## config.mk

```make
export PLATFORM = sky130hd
export DESIGN_NAME = matrix_key_scan_flat
export DESIGN_NICKNAME = d
export VERILOG_FILES = /design/src/rtl/matrix_key_scan_if.sv /design/src/rtl/matrix_key_scan.sv /design/src/flat_wrapper.sv
export SDC_FILE = /design/constraint.sdc
export NUM_CORES = 1
export LEC_CHECK = 0
export CORE_MARGIN = 2
export CORE_UTILIZATION = 50
export CTS_CLUSTER_SIZE = 16
export DETAILED_ROUTE_END_ITERATION = 10
export HOLD_SLACK_MARGIN = 0.1
export PLACE_DENSITY_LB_ADDON = 0.2
export REMOVE_ABC_BUFFERS = 1
export SLEW_MARGIN = 20
export SYNTH_ARGS = -nofsm -noshare
export SYNTH_HDL_FRONTEND = slang
export SYNTH_SLANG_ARGS = --single-unit
export TNS_END_PERCENT = 20
```

## constraint.sdc

```tcl
create_clock -name clk -period 6.8 [get_ports clk]
set_clock_uncertainty 0.1 [all_clocks]
set_input_delay 0.68 -clock clk [delete_from_list [all_inputs] [get_ports clk]]
set_output_delay 0.68 -clock clk [all_outputs]
set_load 0.05 [all_outputs]
```

## src/rtl/matrix_key_scan_if.sv

```systemverilog
// ============================================================================
// Module      : matrix_key_scan_if
// Description : Keypad-side and key-event signals of the matrix key scanner.
//               master : the scanner (drives rows and key outputs, reads cols)
//               slave  : the keypad / consumer side
//   col_n       [3:0] keypad columns, active-low, pulled up, asynchronous
//   row_n       [3:0] keypad row drive, one-hot-low
//   key_code    [3:0] last accepted key, row*4+col
//   key_valid         one-clk pulse on accepted press
//   key_pressed       level, high from acceptance until debounced release
// Revision    : 1.0 - initial release
// ============================================================================
`timescale 1ns/1ps
`default_nettype none

interface matrix_key_scan_if;
  logic [3:0] col_n;
  logic [3:0] row_n;
  logic [3:0] key_code;
  logic       key_valid;
  logic       key_pressed;

  modport master (
    input  col_n,
    output row_n,
    output key_code,
    output key_valid,
    output key_pressed
  );

  modport slave (
    output col_n,
    input  row_n,
    input  key_code,
    input  key_valid,
    input  key_pressed
  );
endinterface

`default_nettype wire

```

## src/rtl/matrix_key_scan.sv

```systemverilog
// ============================================================================
// Module      : matrix_key_scan
// Description : 4x4 keypad scanner with press/release debounce.
//               Drives one row low at a time, samples the synchronized
//               columns on every scan tick, debounces a press for DB_TICKS
//               ticks, reports it once, then waits for a debounced release.
// Ports       : clk          system clock (posedge)
//               rst_n        asynchronous active-low reset
//               kp (master)  col_n in; row_n, key_code, key_valid,
//                            key_pressed out
// Parameters  : F_CLK    system clock frequency in Hz
//               F_SCAN   scan tick rate in Hz
//               DB_TICKS consecutive stable ticks for press/release debounce
// Revision    : 1.0 - initial release
// ============================================================================
`timescale 1ns/1ps
`default_nettype none

module matrix_key_scan #(
  parameter int F_CLK    = 50000000,
  parameter int F_SCAN   = 1000,
  parameter int DB_TICKS = 20
) (
  input wire              clk,
  input wire              rst_n,
  matrix_key_scan_if.master kp
);

  // --------------------------------------------------------------------------
  // Derived constants
  // --------------------------------------------------------------------------
  localparam int TICK_DIV = F_CLK / F_SCAN;
  // A divide-by-one still needs a 1-bit counter to keep the logic legal.
  localparam int TICK_W   = (TICK_DIV > 1) ? $clog2(TICK_DIV) : 1;
  localparam logic [TICK_W-1:0] TICK_LAST = TICK_W'(TICK_DIV - 1);

  localparam int DB_W = $clog2(DB_TICKS + 1);
  localparam logic [DB_W-1:0] DB_TARGET = DB_W'(DB_TICKS);
  localparam logic [DB_W-1:0] DB_MAX    = {DB_W{1'b1}};

  typedef enum logic [1:0] {
    ST_SCAN     = 2'd0,
    ST_DEBOUNCE = 2'd1,
    ST_HOLD     = 2'd2,
    ST_RELEASE  = 2'd3
  } state_t;

  // --------------------------------------------------------------------------
  // Registers and their next-state values
  // --------------------------------------------------------------------------
  logic [3:0]        sync1_q, sync1_d;
  logic [3:0]        sync2_q, sync2_d;
  logic [TICK_W-1:0] tick_cnt_q, tick_cnt_d;
  state_t            state_q, state_d;
  logic [1:0]        row_q, row_d;
  logic [1:0]        col_idx_q, col_idx_d;
  logic [DB_W-1:0]   db_cnt_q, db_cnt_d;
  logic [3:0]        row_n_q, row_n_d;
  logic [3:0]        key_code_q, key_code_d;
  logic              key_valid_q, key_valid_d;
  logic              key_pressed_q, key_pressed_d;

  // Combinational helpers
  logic              tick;
  logic [1:0]        first_low;
  logic              col_c_high;
  logic [DB_W-1:0]   db_inc;

  // --------------------------------------------------------------------------
  // Column synchronizer: col_n is asynchronous and bouncy, so nothing below
  // ever looks at it before two flop stages.
  // --------------------------------------------------------------------------
  always_comb begin
    sync1_d = kp.col_n;
    sync2_d = sync1_q;
  end

  // --------------------------------------------------------------------------
  // Scan tick: one-clk strobe on the last count of each period, so the first
  // tick after reset lands exactly TICK_DIV clocks later.
  // --------------------------------------------------------------------------
  always_comb begin
    tick       = (tick_cnt_q == TICK_LAST);
    tick_cnt_d = tick ? '0 : tick_cnt_q + 1'b1;
  end

  // Lowest-index low column wins when several keys on a row are down.
  always_comb begin
    first_low = 2'd3;
    if      (!sync2_q[0]) first_low = 2'd0;
    else if (!sync2_q[1]) first_low = 2'd1;
    else if (!sync2_q[2]) first_low = 2'd2;
  end

  always_comb begin
    col_c_high = sync2_q[col_idx_q];
    // Saturating increment: the counter never wraps back to zero.
    db_inc     = (db_cnt_q == DB_MAX) ? db_cnt_q : db_cnt_q + 1'b1;
  end

  // --------------------------------------------------------------------------
  // Scan / debounce state machine (evaluated on tick cycles only)
  // --------------------------------------------------------------------------
  always_comb begin
    state_d       = state_q;
    row_d         = row_q;
    col_idx_d     = col_idx_q;
    db_cnt_d      = db_cnt_q;
    key_code_d    = key_code_q;
    key_valid_d   = 1'b0;
    key_pressed_d = key_pressed_q;

    if (tick) begin
      case (state_q)
        ST_SCAN: begin
          if (sync2_q != 4'hF) begin
            // Row stays put; the latched row/column identify the key.
            col_idx_d = first_low;
            db_cnt_d  = '0;
            state_d   = ST_DEBOUNCE;
          end else begin
            row_d = row_q + 1'b1;
          end
        end

        ST_DEBOUNCE: begin
          if (!col_c_high) begin
            db_cnt_d = db_inc;
            if (db_inc == DB_TARGET) begin
              key_code_d    = {row_q, col_idx_q};
              key_valid_d   = 1'b1;
              key_pressed_d = 1'b1;
              state_d       = ST_HOLD;
            end
          end else begin
            // Glitch: abandon this candidate and move on to the next row.
            row_d   = row_q + 1'b1;
            state_d = ST_SCAN;
          end
        end

        ST_HOLD: begin
          // Only the accepted column matters; extra keys are ignored.
          if (col_c_high) begin
            db_cnt_d = '0;
            state_d  = ST_RELEASE;
          end
        end

        ST_RELEASE: begin
          if (col_c_high) begin
            db_cnt_d = db_inc;
            if (db_inc == DB_TARGET) begin
              key_pressed_d = 1'b0;
              row_d         = row_q + 1'b1;
              state_d       = ST_SCAN;
            end
          end else begin
            // Release bounce: still the same press, so no new key_valid.
            state_d = ST_HOLD;
          end
        end

        default: begin
          state_d = ST_SCAN;
        end
      endcase
    end
  end

  // Row drive is registered alongside the row index to keep it glitch-free.
  always_comb begin
    row_n_d = ~(4'b0001 << row_d);
  end

  // --------------------------------------------------------------------------
  // State registers
  // --------------------------------------------------------------------------
  always_ff @(posedge clk or negedge rst_n) begin
    if (!rst_n) begin
      sync1_q       <= 4'b1111;
      sync2_q       <= 4'b1111;
      tick_cnt_q    <= '0;
      state_q       <= ST_SCAN;
      row_q         <= 2'd0;
      col_idx_q     <= 2'd0;
      db_cnt_q      <= '0;
      row_n_q       <= 4'b1110;
      key_code_q    <= 4'h0;
      key_valid_q   <= 1'b0;
      key_pressed_q <= 1'b0;
    end else begin
      sync1_q       <= sync1_d;
      sync2_q       <= sync2_d;
      tick_cnt_q    <= tick_cnt_d;
      state_q       <= state_d;
      row_q         <= row_d;
      col_idx_q     <= col_idx_d;
      db_cnt_q      <= db_cnt_d;
      row_n_q       <= row_n_d;
      key_code_q    <= key_code_d;
      key_valid_q   <= key_valid_d;
      key_pressed_q <= key_pressed_d;
    end
  end

  // --------------------------------------------------------------------------
  // Outputs
  // --------------------------------------------------------------------------
  assign kp.row_n       = row_n_q;
  assign kp.key_code    = key_code_q;
  assign kp.key_valid   = key_valid_q;
  assign kp.key_pressed = key_pressed_q;

endmodule

`default_nettype wire

```

## src/flat_wrapper.sv

```systemverilog
// flat-port wrapper written by rule: the top's interface ports become plain ports
module matrix_key_scan_flat 
#(
  parameter int F_CLK    = 50000000,
  parameter int F_SCAN   = 1000,
  parameter int DB_TICKS = 20
)
  (clk, rst_n, kp_col_n, kp_row_n, kp_key_code, kp_key_valid, kp_key_pressed);
  matrix_key_scan_if kp_i ();
  input wire clk;
  input wire rst_n;
  input wire logic [$bits(kp_i.col_n)-1:0] kp_col_n;
  output wire logic [$bits(kp_i.row_n)-1:0] kp_row_n;
  output wire logic [$bits(kp_i.key_code)-1:0] kp_key_code;
  output wire logic [$bits(kp_i.key_valid)-1:0] kp_key_valid;
  output wire logic [$bits(kp_i.key_pressed)-1:0] kp_key_pressed;
  assign kp_i.col_n = kp_col_n;
  assign kp_row_n = kp_i.row_n;
  assign kp_key_code = kp_i.key_code;
  assign kp_key_valid = kp_i.key_valid;
  assign kp_key_pressed = kp_i.key_pressed;
  matrix_key_scan #(.F_CLK(F_CLK), .F_SCAN(F_SCAN), .DB_TICKS(DB_TICKS)) u_core (.clk(clk), .rst_n(rst_n), .kp(kp_i));
endmodule
```

==> impl_metrics.ini <==
[setup_path]
crit_slowest_cell = or4_1
worstSetupStartpoint = u_core.db_cnt_q[0]$_DFFE_PN0P_
worstPathArrival_ns = 2.85
r2r-end = u_core.kp.key_code[1]$_DFFE_PN0P_
critical_path_class = flop to flop
rrSetupSlack_ns = 4.04
ff2ff_path_depth = 6
critical_path_buf_inv_count = 0
crit_end = u_core.kp.key_code[1]$_DFFE_PN0P_
worst-path-stages = 6
cp_max_fo = 9
slowest_delay_ns = 0.64
critPathTopFamily = simple AND/OR/NAND/NOR gates
cp.required_ns = 6.89
timing.rr.start = u_core.db_cnt_q[0]$_DFFE_PN0P_
cp_cell_sequence = ha_1 -> nand4_2 -> mux2i_1 -> or3_4 -> or4_1 -> mux2_4
end_kind = flop
cp-start-kind = flop

[power_and_ir_drop]
leakagePower_uw = 0.00108
vdd_drop_max_mv = 0.123
power_density_nw_per_um2 = 193

[route]
drc = 0
routedWlPerCell_um = 14.8
drtIter0Drc = 133
vias_per_cell = 5.78
vias = 1491
drt_first_pass_iters = 4
routed_wl_um = 3830
ant_nets = 0

[synthesis]
synth_area_per_cell_um2 = 11.1
ys.flop_type = dfrtp_1
seq_area_frac_synth_pct = 54.1
synthMuxAreaShare_pct = 7.43
netlist_instances = 190
ys_seq_elements = 45
synthXorXnorAreaFrac_pct = 5.41
yosys.area_share.adder_pct = 1.19
syn_area_um2 = 2110
synth_simple_gate_area_share_pct = 19.8
synth-edff-count = 0
synth_top_family_by_area = simple AND/OR/NAND/NOR gates
synth_compound_area_share_pct = 9.63
synthArstFlopShare_pct = 100
yosys_warnings = 0
yosys.cell_types.count = 48

[final_layout]
regArea_um2 = 1140
finalNonFillerCells = 258
n_fill_cell = 333
diodes = 0
layout-drive-gt1-share_pct = 16.8
multiInputGateArea_um2 = 916
fin_nets = 215
area_growth_pct = 13.7

[placed_design]
port_buffers = 15
dp.cells = 250
place.gp.congestion = 0.778
dp_hpwl_um = 2710

[floorplan]
die_width_um = 68.9
die_area_um2 = 4750
rows = 23
io_pins = 16
initial_utilization_pct = 52.3
coreArea_um2 = 4030
die_y_um = 68.9

[grt]
grt.busiest_layer = met2
grt_max_degree = 46
grt_antenna_before_repair = 0
grt_overflow = 0
grt_pass1_vias = 1448
met1_usage_pct = 25.4
met2_usage_pct = 29.3
use_met3_pct = 5.68
grt_pass1_wl_um = 6630
track_usage_pct = 19.2

[timing]
hold_viol_final = 0
fin_tns_setup_ns = 0
period_share_pct = 40.6
period_needed_ns = 2.76
setup_viol = 0
drv_slew = 0
tightest_slew_ns = 0.944
max_slew_margin_pct = 37.1
rsz0062_at_grt = no
fmax_ghz = 0.362

[flow_run]
cap_violations = 0

[clock_tree]
postCtsHoldBufs = 0
cts.sinks = 45
cts_resized = 0
post-cts-setup-buffers = 0
tritoncts = done
clk_path_buf_depth = 2
clock_latency_ns = 0.30
htreeDepth = 2
clkTransAtPathRegs_ns = 0.08
root_buffer = clkbuf_8
numCtsBuffers = 5

[status]
status = finished clean

[hold_path]
worstHoldPathType = flop to flop
==> state kept, by name, summed over array words and instances, names as in the netlist, named ones only <==
| register | cells |
|---|---|
| u_core.kp.row_n | 4 |
| u_core.state_q | 1 |
| u_core.sync2_q | 4 |
| u_core.kp.key_pressed | 1 |
| u_core.col_idx_q | 2 |
| u_core.db_cnt_q | 5 |
| u_core.tick_cnt_q | 16 |
| u_core.sync1_q | 4 |
| u_core.row_q | 2 |
| u_core.kp.key_code | 4 |
| u_core.kp.key_valid | 1 |
==> metrics by stage <==
stage / hold slack (ns) / worst slack, ns / total power, uW / area, um2 / utilization (%)
3_3_place_gp: 0.246 / 4.18 / 289 / 2290 / 56.9
3_5_place_dp: 0.248 / 4.07 / 289 / 2290 / 56.9
6_report: 0.259 / 4.04 / 461 / 2390 / 59.4
5_1_grt: 0.263 / 3.88 / 481 / 2390 / 59.4
2_1_floorplan: 0.245 / 4.27 / 280 / 2090 / -
4_1_cts: 0.259 / 4.05 / 466 / 2390 / 59.4
==> cells in the mapped netlist (all sizes together) (2+ instances only) <==
cell	number	area share, %
dfrtp	34	40
o21ai	9	2.1
nor4	2	0.59
and2	2	0.59
nand4	4	1.8
nor3	3	0.71
ha	2	1.2
nand3	12	2.9
o22ai	2	0.59
nor3b	2	0.71
mux2	9	5.5
inv	8	1.4
nor2b	2	0.59
a31oi	5	1.5
and3	5	1.5
xor2	9	3.7
nand2b	4	1.2
mux2i	4	1.9
nor2	15	2.7
clkbuf	4	0.71
xnor2	4	1.7
nand2	11	2.0
dfstp	11	14
a21oi	4	0.95
and4	2	0.83
==> cells in the final DEF (no fill, tap or decap), drive strengths merged, types with 2 or more instances in the layout <==
cell type	instances
and3	5
nor4	2
a31oi	5
inv	8
o22ai	2
nor2b	2
mux2	9
o21ai	9
and2	2
dfstp	11
ha	2
nand2b	4
nand4	4
clkdlybuf4s50	14
nor2	15
and4	2
mux2i	4
nor3	3
xor2	9
clkbuf	7
xnor2	4
dfrtp	34
nand3	12
nand2	11
nor3b	2
a21oi	4
==> layout make-up <==
| cell class | count | share of cell area [%] |
|---|---|---|
| inverter | 8 | 1.25 |
| tap | 50 | 2.61 |
| clock buffer | 7 | 4.02 |
| clock inverter | 1 | 0.209 |
| multi-input combinational | 132 | 38.2 |
| timing repair buffer | 15 | 6.06 |
| sequential | 45 | 47.6 |
==> logic make-up after synthesis <==
family | count (synthesis)
AOI/OAI and AO/OA | 31
xor gates and xnor gates | 13
adders and majority gates | 2
and+or+nand+nor | 73
muxes | 13
DFF | 45
buffers and inverters | 13
==> worst min-delay path by stage <==
stage                                startpoint                          end  slack [ns]  cells after the start
floorplan           u_core.sync1_q[0]$_DFF_PN1_  u_core.sync2_q[0]$_DFF_PN1_        0.25                      0
global placement    u_core.sync1_q[3]$_DFF_PN1_  u_core.sync2_q[3]$_DFF_PN1_        0.25                      0
detailed placement  u_core.sync1_q[1]$_DFF_PN1_  u_core.sync2_q[1]$_DFF_PN1_        0.25                      0
CTS                 u_core.sync1_q[1]$_DFF_PN1_  u_core.sync2_q[1]$_DFF_PN1_        0.26                      0
global route        u_core.sync1_q[1]$_DFF_PN1_  u_core.sync2_q[1]$_DFF_PN1_        0.26                      0
finish              u_core.sync1_q[2]$_DFF_PN1_  u_core.sync2_q[2]$_DFF_PN1_        0.26                      0
==> worst register-to-register path: stages, from the launching register on <==
cell,delay (ns)
dfrtp_1,0.48
ha_1,0.30
nand4_2,0.21
mux2i_1,0.20
or3_4,0.37
or4_1,0.64
mux2_4,0.35
==> metal layers <==
layer  part of all wire (%)  vias up
met5                      0        -
met4                    1.5        0
met3                    4.8        6
met2                     48       33
met1                     45      745
li1                       -      707
==> power breakdown <==
part	switching, uW	leakage (uW)	internal [uW]
sequential	1.20	0.000576	272
combinational	6.90	0.000446	3.69
clock	85.9	0.0000542	91.8
total	94.0	0.00108	367
No activity file was read; power rests on OpenSTA's default activity.
